File: src/rtl/special_result_encoder_div.sv
// Special-case result encoder for a HUB-format divider: classifies the operands,
// selects the final quotient (or passes the datapath quotient through) and raises IEEE-style flags.
module special_result_encoder_div #(
    parameter int M            = 23,
    parameter int E            = 8,
    parameter int special_case = 7,
    localparam int C           = (special_case > 1) ? $clog2(special_case) : 1,
    localparam int W           = E + M + 1
) (
    input  logic         clk,
    input  logic         rst_l,
    input  logic         in_valid,
    output logic         in_ready,
    input  logic [W-1:0] X,
    input  logic [W-1:0] Y,
    input  logic [C-1:0] X_special_case,
    input  logic [C-1:0] Y_special_case,
    input  logic         X_one,
    input  logic [W-1:0] Q,
    output logic         out_valid,
    input  logic         out_ready,
    output logic [W-1:0] Z,
    output logic         flag_invalid,
    output logic         flag_div_zero,
    output logic         sticky_invalid,
    output logic         sticky_div_zero,
    input  logic         clear_flags
);

    localparam logic [1:0] KIND_NONE = 2'd0;
    localparam logic [1:0] KIND_INF  = 2'd1;
    localparam logic [1:0] KIND_ZERO = 2'd2;
    localparam logic [1:0] KIND_ONE  = 2'd3;

    localparam logic [3:0] RULE_INV_INF  = 4'd0;
    localparam logic [3:0] RULE_INV_ZERO = 4'd1;
    localparam logic [3:0] RULE_X_INF    = 4'd2;
    localparam logic [3:0] RULE_Y_ZERO   = 4'd3;
    localparam logic [3:0] RULE_X_ZERO   = 4'd4;
    localparam logic [3:0] RULE_Y_INF    = 4'd5;
    localparam logic [3:0] RULE_ONE      = 4'd6;
    localparam logic [3:0] RULE_Y_ONE    = 4'd7;
    localparam logic [3:0] RULE_PASS     = 4'd8;

    // Signed zeros/infinities/ones collapse to a kind; the sign comes from the operand itself.
    function automatic logic [1:0] decode_kind(input logic [C-1:0] code);
        logic [1:0] kind;
        case (int'(code))
            32'sd1, 32'sd2: kind = KIND_INF;
            32'sd3, 32'sd4: kind = KIND_ZERO;
            32'sd5, 32'sd6: kind = KIND_ONE;
            default:        kind = KIND_NONE;
        endcase
        return kind;
    endfunction

    logic [1:0]   x_kind_s;
    logic [1:0]   y_kind_s;
    logic [3:0]   rule_s;
    logic         sign_s;
    logic         adv1_s;
    logic         adv2_s;
    logic         xfer_s;
    logic [W-1:0] z_next_s;
    logic         inv_next_s;
    logic         dz_next_s;

    logic         s1_valid_r;
    logic [3:0]   s1_rule_r;
    logic         s1_sign_r;
    logic [W-2:0] s1_payload_r;
    logic [W-1:0] s1_q_r;
    logic         s2_valid_r;

    assign adv2_s    = !s2_valid_r || out_ready;
    assign adv1_s    = !s1_valid_r || adv2_s;
    assign in_ready  = adv1_s;
    assign out_valid = s2_valid_r;
    assign xfer_s    = s2_valid_r && out_ready;
    assign x_kind_s  = decode_kind(X_special_case);
    assign y_kind_s  = decode_kind(Y_special_case);
    assign sign_s    = X[E+M] ^ Y[E+M];

    // First-match rule selection over the operand classes.
    always_comb begin
        rule_s = RULE_PASS;
        if ((x_kind_s == KIND_INF) && (y_kind_s == KIND_INF)) begin
            rule_s = RULE_INV_INF;
        end else if ((x_kind_s == KIND_ZERO) && (y_kind_s == KIND_ZERO)) begin
            rule_s = RULE_INV_ZERO;
        end else if (x_kind_s == KIND_INF) begin
            rule_s = RULE_X_INF;
        end else if (y_kind_s == KIND_ZERO) begin
            rule_s = RULE_Y_ZERO;
        end else if (x_kind_s == KIND_ZERO) begin
            rule_s = RULE_X_ZERO;
        end else if (y_kind_s == KIND_INF) begin
            rule_s = RULE_Y_INF;
        end else if ((y_kind_s == KIND_ONE) && X_one) begin
            rule_s = RULE_ONE;
        end else if (y_kind_s == KIND_ONE) begin
            rule_s = RULE_Y_ONE;
        end else begin
            rule_s = RULE_PASS;
        end
    end

    // Stage 1: capture the classification and the operands the encoder may still need.
    always_ff @(posedge clk or negedge rst_l) begin
        if (!rst_l) begin
            s1_valid_r   <= 1'b0;
            s1_rule_r    <= RULE_PASS;
            s1_sign_r    <= 1'b0;
            s1_payload_r <= '0;
            s1_q_r       <= '0;
        end else if (adv1_s) begin
            s1_valid_r <= in_valid;
            if (in_valid) begin
                s1_rule_r    <= rule_s;
                s1_sign_r    <= sign_s;
                s1_payload_r <= X[E+M-1:0];
                s1_q_r       <= Q;
            end
        end
    end

    // Result encoding from the registered rule; invalid results are always the positive NaN pattern.
    always_comb begin
        z_next_s   = s1_q_r;
        inv_next_s = 1'b0;
        dz_next_s  = 1'b0;
        case (s1_rule_r)
            RULE_INV_INF, RULE_INV_ZERO: begin
                z_next_s   = {1'b0, {(W-1){1'b1}}};
                inv_next_s = 1'b1;
            end
            RULE_X_INF:  z_next_s = {s1_sign_r, {(W-1){1'b1}}};
            RULE_Y_ZERO: begin
                z_next_s  = {s1_sign_r, {(W-1){1'b1}}};
                dz_next_s = 1'b1;
            end
            RULE_X_ZERO, RULE_Y_INF: z_next_s = {s1_sign_r, {(W-1){1'b0}}};
            RULE_ONE:    z_next_s = {s1_sign_r, 1'b1, {(E+M-1){1'b0}}};
            RULE_Y_ONE:  z_next_s = {s1_sign_r, s1_payload_r};
            default:     z_next_s = s1_q_r;
        endcase
    end

    // Stage 2: output register, frozen while the consumer stalls.
    always_ff @(posedge clk or negedge rst_l) begin
        if (!rst_l) begin
            s2_valid_r    <= 1'b0;
            Z             <= '0;
            flag_invalid  <= 1'b0;
            flag_div_zero <= 1'b0;
        end else if (adv2_s) begin
            s2_valid_r <= s1_valid_r;
            if (s1_valid_r) begin
                Z             <= z_next_s;
                flag_invalid  <= inv_next_s;
                flag_div_zero <= dz_next_s;
            end
        end
    end

    // Sticky flags accumulate on delivered results; a set in the same cycle beats a clear.
    always_ff @(posedge clk or negedge rst_l) begin
        if (!rst_l) begin
            sticky_invalid  <= 1'b0;
            sticky_div_zero <= 1'b0;
        end else begin
            if (xfer_s && flag_invalid) begin
                sticky_invalid <= 1'b1;
            end else if (clear_flags) begin
                sticky_invalid <= 1'b0;
            end
            if (xfer_s && flag_div_zero) begin
                sticky_div_zero <= 1'b1;
            end else if (clear_flags) begin
                sticky_div_zero <= 1'b0;
            end
        end
    end

endmodule

File: config.mk
export PLATFORM = sky130hd
export DESIGN_NAME = special_result_encoder_div
export DESIGN_NICKNAME = d
export VERILOG_FILES = /design/src/rtl/special_result_encoder_div.sv
export SDC_FILE = /design/constraint.sdc
export NUM_CORES = 1
export LEC_CHECK = 0
export CORE_ASPECT_RATIO = 1.75
export CORE_MARGIN = 2
export CORE_UTILIZATION = 33
export CTS_BUF_LIST = sky130_fd_sc_hd__clkbuf_2
export DETAILED_ROUTE_END_ITERATION = 10
export PLACE_DENSITY = 0.72
export SYNTH_ARGS = -nofsm -noshare
export SYNTH_HDL_FRONTEND = slang
export SYNTH_SLANG_ARGS = --single-unit
File: constraint.sdc
create_clock -name clk -period 1.6 [get_ports clk]
set_clock_uncertainty 0.15 [all_clocks]
set_input_delay 0.4 -clock clk [delete_from_list [all_inputs] [get_ports clk]]
set_output_delay 0.4 -clock clk [all_outputs]
set_load 0.02 [all_outputs]
==> run_results.csv <==
group,metric,value,unit
clocking,insertion_delay,0.57,ns
drt,dr_total_vias,4352,
timing,worst_hold_slack,0.0837,ns
setup_path,rrSetupSlack,0.05,ns
floorplan,num_rows,57,
synth,post_synth_instance_area,0.00470,mm²
global_route,busiest_layer,"met2",
global_route,grtUsageMet2,32.7,%
global_route,grt-ovfl-total,0,
drt,antenna_violating_nets_post_route,0,
power,power.static_leakage,3.28,nW
synth,ys.flop_type,"sky130_fd_sc_hd__dfrtp_1",
placement,preCtsSetupSlack,-1.12,ns
timing,fin_hold_viols,0,
setup_path,critical_path.max_fanout,3,
setup_path,r2r_endpoint,"s1_rule_r[1]$_DFFE_PN0P_",
synth,synth-edff-count,0,
timing,final.setup.worst_slack,-0.245,ns
timing,timing.slew.headroom,70.5,%
timing,period_minus_slack,1.84,ns
synth,yosys.area.top_type,"sky130_fd_sc_hd__dfrtp_1",
setup_path,worst_ep_arrival_time,1.29,ns
synth,synth.yosys.seq_area_share,56.5,%
cells_and_area,drive_gt1_share,19.0,%
setup_path,required,1.05,ns
synth,synth-async-reset-ratio,100,%
timing,clock.fmax,0.542,GHz
run_status,run_status,"finished, violations left",
timing,grt_setup_unrepaired,"yes",
drt,route.detailed.wl_per_inst,14.8,µm
drt,initialDrtViolationCount,163,
floorplan,design.portCount,146,
clocking,tritoncts,"built",
cells_and_area,final-seq-area,0.00266,mm²
placement,place_congestion,0.830,
floorplan,starting_density_of_the_core,33.8,%
global_route,global_route.usage.met3,2.60,%
synth,syn_area_per_cell,8.40,µm²
synth,post_synth_num_cell_types,40,
placement,hpwl,9.24,mm
clocking,number_of_cts_inserted_buffers,9,
synth,synth_top_cells_by_area,"sky130_fd_sc_hd__dfrtp_1 56%, sky130_fd_sc_hd__nand2_1 19%, sky130_fd_sc_hd__nand3_1 6.6%",
global_route,met1_usage,19.9,%
cells_and_area,multi_input_area,0.00192,mm²
drt,totalWireLength,13.1,mm
setup_path,reg2reg_from,"s1_valid_r$_DFFE_PN0N_",
timing,max_slew.worst_pin.slew,0.443,ns
timing,layout_worst_path_cycle_share,115,%
placement,portBuffers,114,
cells_and_area,layout.nets,820,
clocking,clkSinkCount,106,
global_route,global_route_wire_length_before_repair,21.2,mm
synth,synth_cells,559,
synth,postSynthRegisterBits,106,
synth,synth.cells.most_frequent,"232 x sky130_fd_sc_hd__nand2_1, 105 x sky130_fd_sc_hd__dfrtp_1, 62 x sky130_fd_sc_hd__nand3_1, 36 x sky130_fd_sc_hd__o21ai_1, 33 x sky130_fd_sc_hd__o21ai_0",
clocking,cts_root_buffer,"sky130_fd_sc_hd__clkbuf_2",
setup_path,criticalPathCategory,"reg2out",
timing,final-setup-viol-count,39,
setup_path,crit_path_end_kind,"primary output",
floorplan,die_h,162,µm
drt,number_of_remaining_drc_errors,0,
cells_and_area,post-route-cell-area,0.00681,mm²
run,max_cap_check_violation_count,0,
run_status,violated_checks,"negative setup slack",
setup_path,reg2regPathDepth,5,
cells_and_area,areaGrowthSynthToFinish,45.0,%
timing,slew_violations,0,
floorplan,core_region_area,0.0139,mm²
setup_path,worst_setup_path_start_kind,"register",
power,peakVddDrop,0.526,mV
synth,synth_nets,671,
floorplan,die_x,94.2,µm
worst_hold_path,worstHoldPathType,"in2async",
drt,detailedRoute.firstPassIterationCount,4,
placement,dpl_cell_area,0.00635,mm²
synth,synth.yosys.warnings,0,
power,power_density,1100,mW/mm²
synth,synth_top_area_share,55.9,%
global_route,antenna_found_initial,1,
global_route,grt_use_total,17.8,%
drt,viasPerCell,4.89,
clocking,clk_pin_slew,0.30,ns
clocking,cts_max_path_buffers,2,
floorplan,floorplan.die_area,0.0152,mm²
clocking,cts-htree-levels,3,
global_route,number_of_global_route_vias_before_repair,4501,
synth,yosysMostFrequentCell,"sky130_fd_sc_hd__nand2_1",
cells_and_area,fillers,1306,
global_route,grt_max_degree,41,
routing by layer:
layer  vias up  share of wire, %
met5         -                 0
met4         0               3.2
met3        31               4.1
met2       129                55
met1      2076                38
li1       2116                 -
registers in the layout (all words and copies together), names as in the netlist, 4 cells and up:
name and cells:
s1_q_r 32, Z 32, s1_payload_r 31, s1_rule_r 4
how the worst max path moves through the flow:
stage | startpoint | to | slack [ns] | cells past startpoint
after floorplan | X_special_case[0] | s1_rule_r[1]$_DFFE_PN0P_ | -0.39 | 6
after CTS | s1_valid_r$_DFFE_PN0N_ | in_ready | -0.31 | 2
after detailed placement | X_special_case[1] | s1_rule_r[1]$_DFFE_PN0P_ | -1.12 | 8
after global routing | out_valid$_DFFE_PN0P_ | in_ready | -0.32 | 2
final | s1_valid_r$_DFFE_PN0N_ | in_ready | -0.24 | 2
after global placement | X_special_case[1] | s1_rule_r[1]$_DFFE_PN0P_ | -1.06 | 8
final cells by class:
| type | instances | area share [%] |
|---|---|---|
| repair buffers | 178 | 26.7 |
| well taps | 177 | 3.25 |
| multi-input cells | 404 | 28.2 |
| diodes | 1 | 0.0367 |
| clock buffers | 9 | 0.661 |
| inverters | 9 | 0.863 |
| clock inverters | 6 | 1.34 |
| flip-flops and latches | 106 | 39.0 |
where the power goes:
part	leakage, nW	total (W)	internal, W	switching, W
combinational	1.92	0.00262	0.00132	0.00130
sequential	1.29	0.00348	0.00315	0.000328
clock	0.0775	0.00140	0.000517	0.000885
total	3.28	0.00750	0.00499	0.00251
critical path, cell delays in order, from the launching register on:
cell                       delay, ns
sky130_fd_sc_hd__dfrtp_1        0.47
sky130_fd_sc_hd__nand3b_1       0.13
sky130_fd_sc_hd__buf_6          0.13
cells in the final DEF, fill, tap and decap left out, types with 2 or more instances in the layout:
| cell | count |
|---|---|
| sky130_fd_sc_hd__clkbuf_2 | 9 |
| sky130_fd_sc_hd__clkinv_1 | 2 |
| sky130_fd_sc_hd__o21ai_0 | 32 |
| sky130_fd_sc_hd__o21ai_1 | 37 |
| sky130_fd_sc_hd__inv_1 | 5 |
| sky130_fd_sc_hd__inv_12 | 2 |
| sky130_fd_sc_hd__xnor2_1 | 2 |
| sky130_fd_sc_hd__clkdlybuf4s50_1 | 72 |
| sky130_fd_sc_hd__bufinv_16 | 2 |
| sky130_fd_sc_hd__o41ai_1 | 2 |
| sky130_fd_sc_hd__nand2b_1 | 2 |
| sky130_fd_sc_hd__dfrtp_1 | 104 |
| sky130_fd_sc_hd__buf_4 | 52 |
| sky130_fd_sc_hd__ha_4 | 2 |
| sky130_fd_sc_hd__nand2_1 | 230 |
| sky130_fd_sc_hd__a2111o_1 | 2 |
| sky130_fd_sc_hd__buf_6 | 41 |
| sky130_fd_sc_hd__buf_12 | 10 |
| sky130_fd_sc_hd__nand3_1 | 62 |
| sky130_fd_sc_hd__nor2_1 | 6 |
logic make-up after synthesis:
family	synth area share, %
xor gates and xnor gates	0.373
adders and majority gates	1.28
buffers and inverters	4.10
and+or+nand+nor	27.7
AOI/OAI and AO/OA	10.1
DFF	56.5
per-stage QoR:
stage	std cells	total power [W]	util, %	TNS [ns]
floorplan	559	0.00461	-	-2.06
global placement	847	0.00576	45.6	-34.56
detailed placement	847	0.00582	45.6	-36.31
CTS	880	0.00748	48.3	-6.84
global route	890	0.00794	49.0	-7.81
finish	890	0.00750	49.0	-4.40
timing repair:
item                                    CTS  global route
resized for setup                       246             5
gates cloned                              1             0
endpoints found under the setup margin   42            58
hold buffers                              1             0
buffers inserted                         16            12
hold endpoints to repair                106             0
pin swaps                                 5             3
Note: power is estimated with default switching activity, not from simulation.
